<file path="config.mk">
export PLATFORM = sky130hd
export DESIGN_NAME = stream_rr_arbiter
export DESIGN_NICKNAME = d
export VERILOG_FILES = /design/src/rtl/stream_rr_arbiter.sv
export SDC_FILE = /design/constraint.sdc
export NUM_CORES = 1
export LEC_CHECK = 0
export CAP_MARGIN = 20
export CORE_ASPECT_RATIO = 0.6
export CORE_MARGIN = 2
export CORE_UTILIZATION = 30
export CTS_CLUSTER_SIZE = 14
export DETAILED_ROUTE_END_ITERATION = 7
export SLEW_MARGIN = 20
export SYNTH_ARGS = -nofsm -noshare
export SYNTH_HDL_FRONTEND = slang
export SYNTH_SLANG_ARGS = --single-unit
export TNS_END_PERCENT = 50
</file>
<file path="constraint.sdc">
create_clock -name clk -period 8.9 [get_ports clk]
set_input_delay 2.67 -clock clk [delete_from_list [all_inputs] [get_ports clk]]
set_output_delay 2.67 -clock clk [all_outputs]
set_load 0.01 [all_outputs]
</file>
<file path="src/rtl/stream_rr_arbiter.sv">
// stream_rr_arbiter
//   Packet-locked round-robin arbiter. It merges NUM_SRC valid/ready beat streams
//   onto one registered downstream stream. Each output beat is tagged with the
//   index of the source that sent it.
//
//   A source that wins arbitration owns the output until one of two things happens:
//     - it transfers a beat with last set, or
//     - its packet reaches MAX_BEATS beats. The block then emits a forced last and
//       sets the sticky err_overrun flag.
//   When ownership is released, the round-robin pointer moves to the source just
//   after the previous owner.
//
//   The output is a single register stage, so the block gives one beat per cycle
//   while o_ready stays high.
//
// Ports
//   clk          rising-edge clock
//   reset_n      asynchronous active-low reset (also gates i_ready to 0)
//   i_valid      per-source beat valid
//   i_ready      per-source beat accept
//   i_data       packed payloads, source k at [k*DATA_WIDTH +: DATA_WIDTH]
//   i_last       per-source end-of-packet flag
//   o_valid      output beat valid
//   o_ready      downstream accept
//   o_data       output payload
//   o_last       end of packet (includes forced release)
//   o_src        source index of the current output beat
//   o_busy       high while a source owns the output mid-packet
//   err_overrun  sticky: a packet hit MAX_BEATS without last
//   err_clear    synchronous clear of err_overrun (a simultaneous set wins)
module stream_rr_arbiter #(
  parameter  int NUM_SRC    = 4,
  parameter  int DATA_WIDTH = 8,
  parameter  int MAX_BEATS  = 16,
  localparam int SRC_W      = (NUM_SRC > 1) ? $clog2(NUM_SRC) : 1
) (
  input  logic                          clk,
  input  logic                          reset_n,
  input  logic [NUM_SRC-1:0]            i_valid,
  output logic [NUM_SRC-1:0]            i_ready,
  input  logic [NUM_SRC*DATA_WIDTH-1:0] i_data,
  input  logic [NUM_SRC-1:0]            i_last,
  output logic                          o_valid,
  input  logic                          o_ready,
  output logic [DATA_WIDTH-1:0]         o_data,
  output logic                          o_last,
  output logic [SRC_W-1:0]              o_src,
  output logic                          o_busy,
  output logic                          err_overrun,
  input  logic                          err_clear
);

  // beat_cnt counts the beats already sent in the open packet: 0 .. MAX_BEATS-1
  localparam int                CNT_W     = (MAX_BEATS > 1) ? $clog2(MAX_BEATS) : 1;
  localparam logic [CNT_W-1:0]  CNT_LIMIT = CNT_W'(MAX_BEATS - 1);
  localparam logic [SRC_W-1:0]  SRC_MAX   = SRC_W'(NUM_SRC - 1);

  typedef enum logic {
    IDLE   = 1'b0,
    LOCKED = 1'b1
  } state_t;

  // Source index + 1, wrapping at NUM_SRC (NUM_SRC need not be a power of two)
  function automatic logic [SRC_W-1:0] wrap_inc(input logic [SRC_W-1:0] s);
    return (s == SRC_MAX) ? '0 : s + 1'b1;
  endfunction

  // First valid source at or after ptr, in circular order.
  // Returned as {found, index}.
  function automatic logic [SRC_W:0] rr_pick(input logic [SRC_W-1:0]   ptr,
                                             input logic [NUM_SRC-1:0] req);
    logic [SRC_W-1:0] cand;
    logic [SRC_W-1:0] pick;
    logic             found;
    cand  = ptr;
    pick  = '0;
    found = 1'b0;
    for (int i = 0; i < NUM_SRC; i++) begin
      if (!found && req[cand]) begin
        pick  = cand;
        found = 1'b1;
      end
      cand = wrap_inc(cand);
    end
    return {found, pick};
  endfunction

  state_t                  state;
  logic [SRC_W-1:0]        owner;
  logic [SRC_W-1:0]        rr_ptr;
  logic [CNT_W-1:0]        beat_cnt;
  logic                    err_q;

  logic                    vld_p0;
  logic [DATA_WIDTH-1:0]   data_p0;
  logic                    last_p0;
  logic [SRC_W-1:0]        src_p0;

  logic [DATA_WIDTH-1:0]   src_data [NUM_SRC];
  logic [SRC_W:0]          pick_res;
  logic [SRC_W-1:0]        sel;
  logic                    grant_en;
  logic                    space;
  logic                    xfer;
  logic                    at_limit;
  logic                    beat_last;
  logic                    forced;

  always_comb begin
    for (int k = 0; k < NUM_SRC; k++) begin
      src_data[k] = i_data[k*DATA_WIDTH +: DATA_WIDTH];
    end
  end

  // Input side: grant selection (combinational, never depends on i_data)
  always_comb begin
    space    = !vld_p0 || o_ready;
    pick_res = rr_pick(rr_ptr, i_valid);
    if (state == LOCKED) begin
      // The owner keeps the grant even while its i_valid is low
      sel      = owner;
      grant_en = 1'b1;
    end else begin
      sel      = pick_res[SRC_W-1:0];
      grant_en = pick_res[SRC_W];
    end

    i_ready = '0;
    if (reset_n && grant_en && space) begin
      i_ready[sel] = 1'b1;
    end

    xfer      = reset_n && grant_en && space && i_valid[sel];
    at_limit  = (beat_cnt == CNT_LIMIT);
    beat_last = i_last[sel] || at_limit;
    forced    = at_limit && !i_last[sel];
  end

  // Output register stage p0 plus arbitration state
  always_ff @(posedge clk or negedge reset_n) begin
    if (!reset_n) begin
      state    <= IDLE;
      owner    <= '0;
      rr_ptr   <= '0;
      beat_cnt <= '0;
      err_q    <= 1'b0;
      vld_p0   <= 1'b0;
      data_p0  <= '0;
      last_p0  <= 1'b0;
      src_p0   <= '0;
    end else begin
      if (xfer) begin
        vld_p0  <= 1'b1;
        data_p0 <= src_data[sel];
        src_p0  <= sel;
        last_p0 <= beat_last;
        if (beat_last) begin
          state    <= IDLE;
          rr_ptr   <= wrap_inc(sel);
          beat_cnt <= '0;
        end else begin
          state    <= LOCKED;
          owner    <= sel;
          beat_cnt <= beat_cnt + 1'b1;
        end
      end else if (o_ready) begin
        vld_p0 <= 1'b0;
      end

      if (xfer && forced) begin
        err_q <= 1'b1;
      end else if (err_clear) begin
        err_q <= 1'b0;
      end
    end
  end

  assign o_valid     = vld_p0;
  assign o_data      = data_p0;
  assign o_last      = last_p0;
  assign o_src       = src_p0;
  assign o_busy      = (state == LOCKED);
  assign err_overrun = err_q;

endmodule

</file>
# After elaboration in Yosys (flattened, before gate mapping)
# Index checks and enable logic that the tools add are counted.
# classes
n_reduce_logical	20
magnitude_cmp	7
addsub	5
n_eq_ne	5
bitwise_logic	2
mux	38
# op_table
op	count
2-bit two-way mux	9
1-bit two-way mux	17
8-bit binary-select mux with 2-bit select	1
8-bit two-way mux	2
2-bit by 3-bit < comparator with 1-bit output, second input constant	5
1-bit binary-select mux with 2-bit select	6
1-bit logical AND	9
2-bit by 1-bit adder with 2-bit output, second input constant	4
2-bit == test, second input constant	4
4-bit two-way mux	2
1-bit logical NOT	5
4-bit by 1-bit adder with 4-bit output, second input constant	1
4-bit == test, second input constant	1
2-bit AND reduction	2
2-bit nonzero test	2
3-bit >= comparator, second input constant	1
2-bit inverter with 3-bit output	1
1-bit demux with 2-bit select	1
2-bit by 1-bit >= comparator with 1-bit output, second input constant	1
1-bit logical OR	2
1-bit inverter	1
# totals
ff_bits	22
elab_cells	86
inputBits	44

# Longest topological paths before layout
# logic_depth
ltp_word	19
depth_mapped	14

# Least setup slack after synthesis
# OpenSTA, ideal clock, no wires.
# synth_timing
path_type	input to output
from	input i_valid[2]
to	output i_ready[3]
path_buffers	3
arrival_time_ns	4.782
cell_stages	11
setup_slack_ns	1.448
path_cell_list	clkbuf_1 or3_1 a32oi_2 o211ai_2 a211o_1 and2_1 buf_6 buf_6 inv_1 ha_1 and2_1
# synth_between
elab_chain_cells	18
# synth_rtl
element	line	rtl
from (decl)	39	input logic [NUM_SRC-1:0] i_valid,
1-bit binary-select mux with 2-bit select	79	if (!found && req[cand]) begin
1-bit two-way mux (implied by the code)	79	
1-bit two-way mux	79	
1-bit logical NOT	79	
1-bit logical AND	79	
1-bit two-way mux	79	
1-bit logical NOT	79	
1-bit logical AND	79	
[... 3 more ...]	--	
2-bit two-way mux (*)	79	
2-bit two-way mux (*)	119	if (state == LOCKED) begin
net sel[1]	101	logic [SRC_W-1:0] sel;
2-bit by 3-bit < comparator with 1-bit output (implied by the code) / 2-bit by 1-bit >= comparator with 1-bit output (equally long branches)	130	i_ready[sel] = 1'b1;
1-bit logical AND (implied by the code)	130	
1-bit two-way mux (implied by the code)	130	
1-bit demux with 2-bit select (*)	130	
4-bit two-way mux (*)	129	if (reset_n && grant_en && space) begin
to (decl)	40	output logic [NUM_SRC-1:0] i_ready,
# Mark *: on every way through the listed nets, which the timed path passes. The rest lies on a longest branch. The select of a mux whose other input is x is not followed.

# Worst setup path after layout
# layout_timing
from	input i_valid[0]
to	output i_ready[0]
# layout_between
elab_chain_cells	18
# layout_rtl
element	line
1-bit binary-select mux with 2-bit select	79
1-bit two-way mux (implied by the code)	79
1-bit two-way mux	79
1-bit logical NOT	79
1-bit logical AND	79
1-bit two-way mux	79
1-bit logical NOT	79
1-bit logical AND	79
[... 2 more ...]	--
1-bit logical AND	79
2-bit two-way mux	79
2-bit two-way mux	119
2-bit by 3-bit < comparator with 1-bit output (implied by the code) / 2-bit by 1-bit >= comparator with 1-bit output (equally long branches)	130
1-bit logical AND (implied by the code)	130
1-bit two-way mux (implied by the code)	130
1-bit demux with 2-bit select	130
4-bit two-way mux (*)	129
# Every way passes the cells marked *; elsewhere a longest branch is shown, timed or not. The select of a mux whose other input is x is not followed.

==> impl_metrics.json <==
{
  "diodes": 0,
  "setup_tns_ns": 0,
  "ys_warn_count": 0,
  "reg2reg_depth": 10,
  "p_int_uw": 637,
  "cp.arrival_ns": 5.89,
  "cts_buffers": 3,
  "multi_input_comb_area_mm2": 0.00136,
  "die_area_mm2": 0.00747,
  "hold_viol_final": 0,
  "synth_top_cell_area_share_pct": 27.1,
  "fin_crit_ns": 8.56,
  "setup_violations": 0,
  "synth_cells": 220,
  "drv_slew": 0,
  "required_ns": 6.23,
  "cts_post_setup_buffers_inserted": 0,
  "synth_mux_area_share_pct": 27.8,
  "synth_edf_count": 0,
  "end_kind": "primary output",
  "grt_usage_pct": 14.9,
  "synth.distinct_cells": 55,
  "synth.largest_area_cell": "dfrtp_1",
  "grt_pass1_wl_um": 8650,
  "grt_pass1_vias": 1737,
  "area_growth_pct": 38.7,
  "cts-hold-fix-buffers": 0,
  "rsz0062_at_grt": "false",
  "vias": 1882,
  "regArea_um2": 551,
  "ys_ff_latch": 22,
  "r2r_start": "rr_ptr[0]",
  "fp.coreArea_mm2": 0.00662,
  "synth.area.top_cells": "dfrtp_1, mux2i_1, mux2_2",
  "clock_latency_ns": 0.25,
  "max_stage_delay_ns": 0.62,
  "cp_cell_sequence": "clkdlybuf4s50_1, mux4_2, or3_1, o21bai_1, a31oi_2, inv_1, ha_1, and2_1, clkdlybuf4s50_1",
  "ir_drop_uv": 128,
  "cts_tree": "yes",
  "overflow": 0,
  "gp_congestion": 0.856,
  "yosysMostFrequentCell": "mux2i_1",
  "antenna_found_initial": 0,
  "yosysSeqAreaShare_pct": 27.1,
  "seqPwrFrac_pct": 18.0,
  "netlist_area_mm2": 0.00203,
  "period_share_pct": 96.2,
  "p_leak_uw": 0.00127,
  "power_frac_comb_pct": 72.9,
  "clock_path_buffers": 2,
  "ios": 62,
  "path_max_fanout": 12,
  "fillers": 643,
  "start_kind": "input port",
  "ys.flop_type": "dfrtp_1",
  "syn_avg_cell_area_um2": 9.24,
  "io_buffers": 61,
  "hold_end": "o_src[0]",
  "die_w_um": 110,
  "worst_slew_pin_slew_ns": 0.641,
  "r2r_slack_ns": 5.04,
  "switching_power_uw": 504,
  "clockRootBuffer": "clkbuf_16",
  "relSlewSlack_pct": 57.3,
  "max_freq_mhz": 117,
  "crit_start": "i_valid[0]",
  "drtPass1Iterations": 4,
  "r2r_end": "owner[0]",
  "final_antenna_net_count": 0,
  "h-tree-depth": 1,
  "nets": 329,
  "cts_sinks": 22,
  "synthXorXnorAreaFrac_pct": 0,
  "drc_errors": 0,
  "syn_nets": 270,
  "drive_above_1_share_pct": 12.6,
  "finalPower_uw": 1140,
  "clockPowerShare_pct": 9.1,
  "critical_path_class": "input port to primary output",
  "maxCapViolCount": 0,
  "synth_top_family_by_area": "multiplexers",
  "switching_share_pct": 44.2,
  "wl_um": 5500,
  "synthSimpleGateAreaFrac_pct": 16.4,
  "min_from": "o_src[0]",
  "dp_hpwl_um": 4310,
  "fp-row-count": 23,
  "drt-vias-per-instance": 5.16,
  "synth_commonest_cells": "mux2i_1, dfrtp_1, mux2_2",
  "drt_iter0_drc": 227,
  "p_per_area_mw_per_mm2": 405,
  "synth_compound_area_share_pct": 18.7,
  "drt-wirelength-per-cell_um": 15.1,
  "finClkSkew_ns": 0.00255,
  "status": "finished, final reports clean",
  "async_flop_share_pct": 100,
  "path_clk_slew_ns": 0.06,
  "cts_repair_resize_count": 0,
  "synthAdderAreaFrac_pct": 3.69,
  "start_util_pct": 30.7,
  "whs_path_depth": 2,
  "hp-class": "register to register",
  "grt_max_degree": 24,
  "crit_top_cell": "clkdlybuf4s50_1",
  "crit_slowest_cell": "clkdlybuf4s50_1",
  "fp.dieH_um": 67.8
}
==> power groups by stage <==
stage	combinational (uW)	sequential, uW	clock [uW]
after floorplan	618	193	0
after global placement	842	207	0
after detailed placement	831	207	0
after CTS	835	206	107
after global routing	921	214	111
final	832	205	103
==> worst max path at each step <==
stage / slack [ns] / endpoint / cells after the start
floorplan: 1.45 / i_ready[3] / 11
global placement: 0.45 / i_ready[0] / 9
detailed placement: 0.32 / i_ready[0] / 9
CTS: 0.33 / i_ready[0] / 9
global route: 0.14 / i_ready[0] / 9
finish: 0.34 / i_ready[0] / 9
==> layout by cell type, fill, tap and decap left out, types with 3 or more instances in the layout <==
master           instances
a21oi_1                  7
and2_1                   9
and3_1                   4
buf_4                    7
clkbuf_16                3
clkdlybuf4s50_1         61
dfrtp_1                 22
ha_1                     6
inv_1                   13
mux2_1                   3
mux2_2                  14
mux2i_1                 35
nand2_1                 13
nand2b_1                 4
nand3_1                  5
nor2_1                  10
o21ai_0                  7
o22ai_1                  4
or3_1                    3
==> sequential cells by signal, indices dropped and copies added, names as in the netlist <==
register / cells
beat_cnt: 4
err_overrun: 1
o_busy: 1
o_data: 8
o_last: 1
o_src: 2
o_valid: 1
owner: 2
rr_ptr: 2
==> final cells by class <==
type / instances / area share [%]
multi-input combinational: 171 / 48.2
clock buffer: 4 / 3.15
inverter: 13 / 1.73
sequential: 22 / 19.5
tap: 87 / 3.86
timing repair buffer: 68 / 23.5
==> per-stage QoR <==
stage	cells	worst slack, ns	utilization [%]	hold slack (ns)	cell area, um2
finish	365	0.340	42.6	0.491	2820
global route	365	0.142	42.6	0.500	2820
CTS	365	0.325	42.6	0.497	2820
detailed placement	361	0.324	41.2	0.482	2730
global placement	361	0.446	41.2	0.488	2730
floorplan	220	1.45	-	0.501	2030
==> critical path, delay by kind of cell <==
family	cells	cell delay, ns
AO/OA/AOI/OAI	2	0.70
buffers and inverters	3	1.26
multiplexers	1	0.56
AND/OR/NAND/NOR	2	0.49
adder cells (fa/ha/maj)	1	0.22
==> metal layers <==
layer / vias up / wire (um) / part of all wire (%) / global-route usage, %
li1: 927 / - / - / -
met1: 878 / 2530 / 46 / 20.5
met2: 75 / 2260 / 41 / 23.0
met3: 2 / 714 / 13 / 5.50
met4: 0 / 4 / 0.073 / 1.72
met5: - / 0 / 0 / 0
==> cell families after synthesis <==
kind of cell,count (synthesis)
simple gates,61
mux,53
compound gates,51
buf+inv,27
flops,22
fa+ha+maj,6
(Power assumes the default switching activity.)
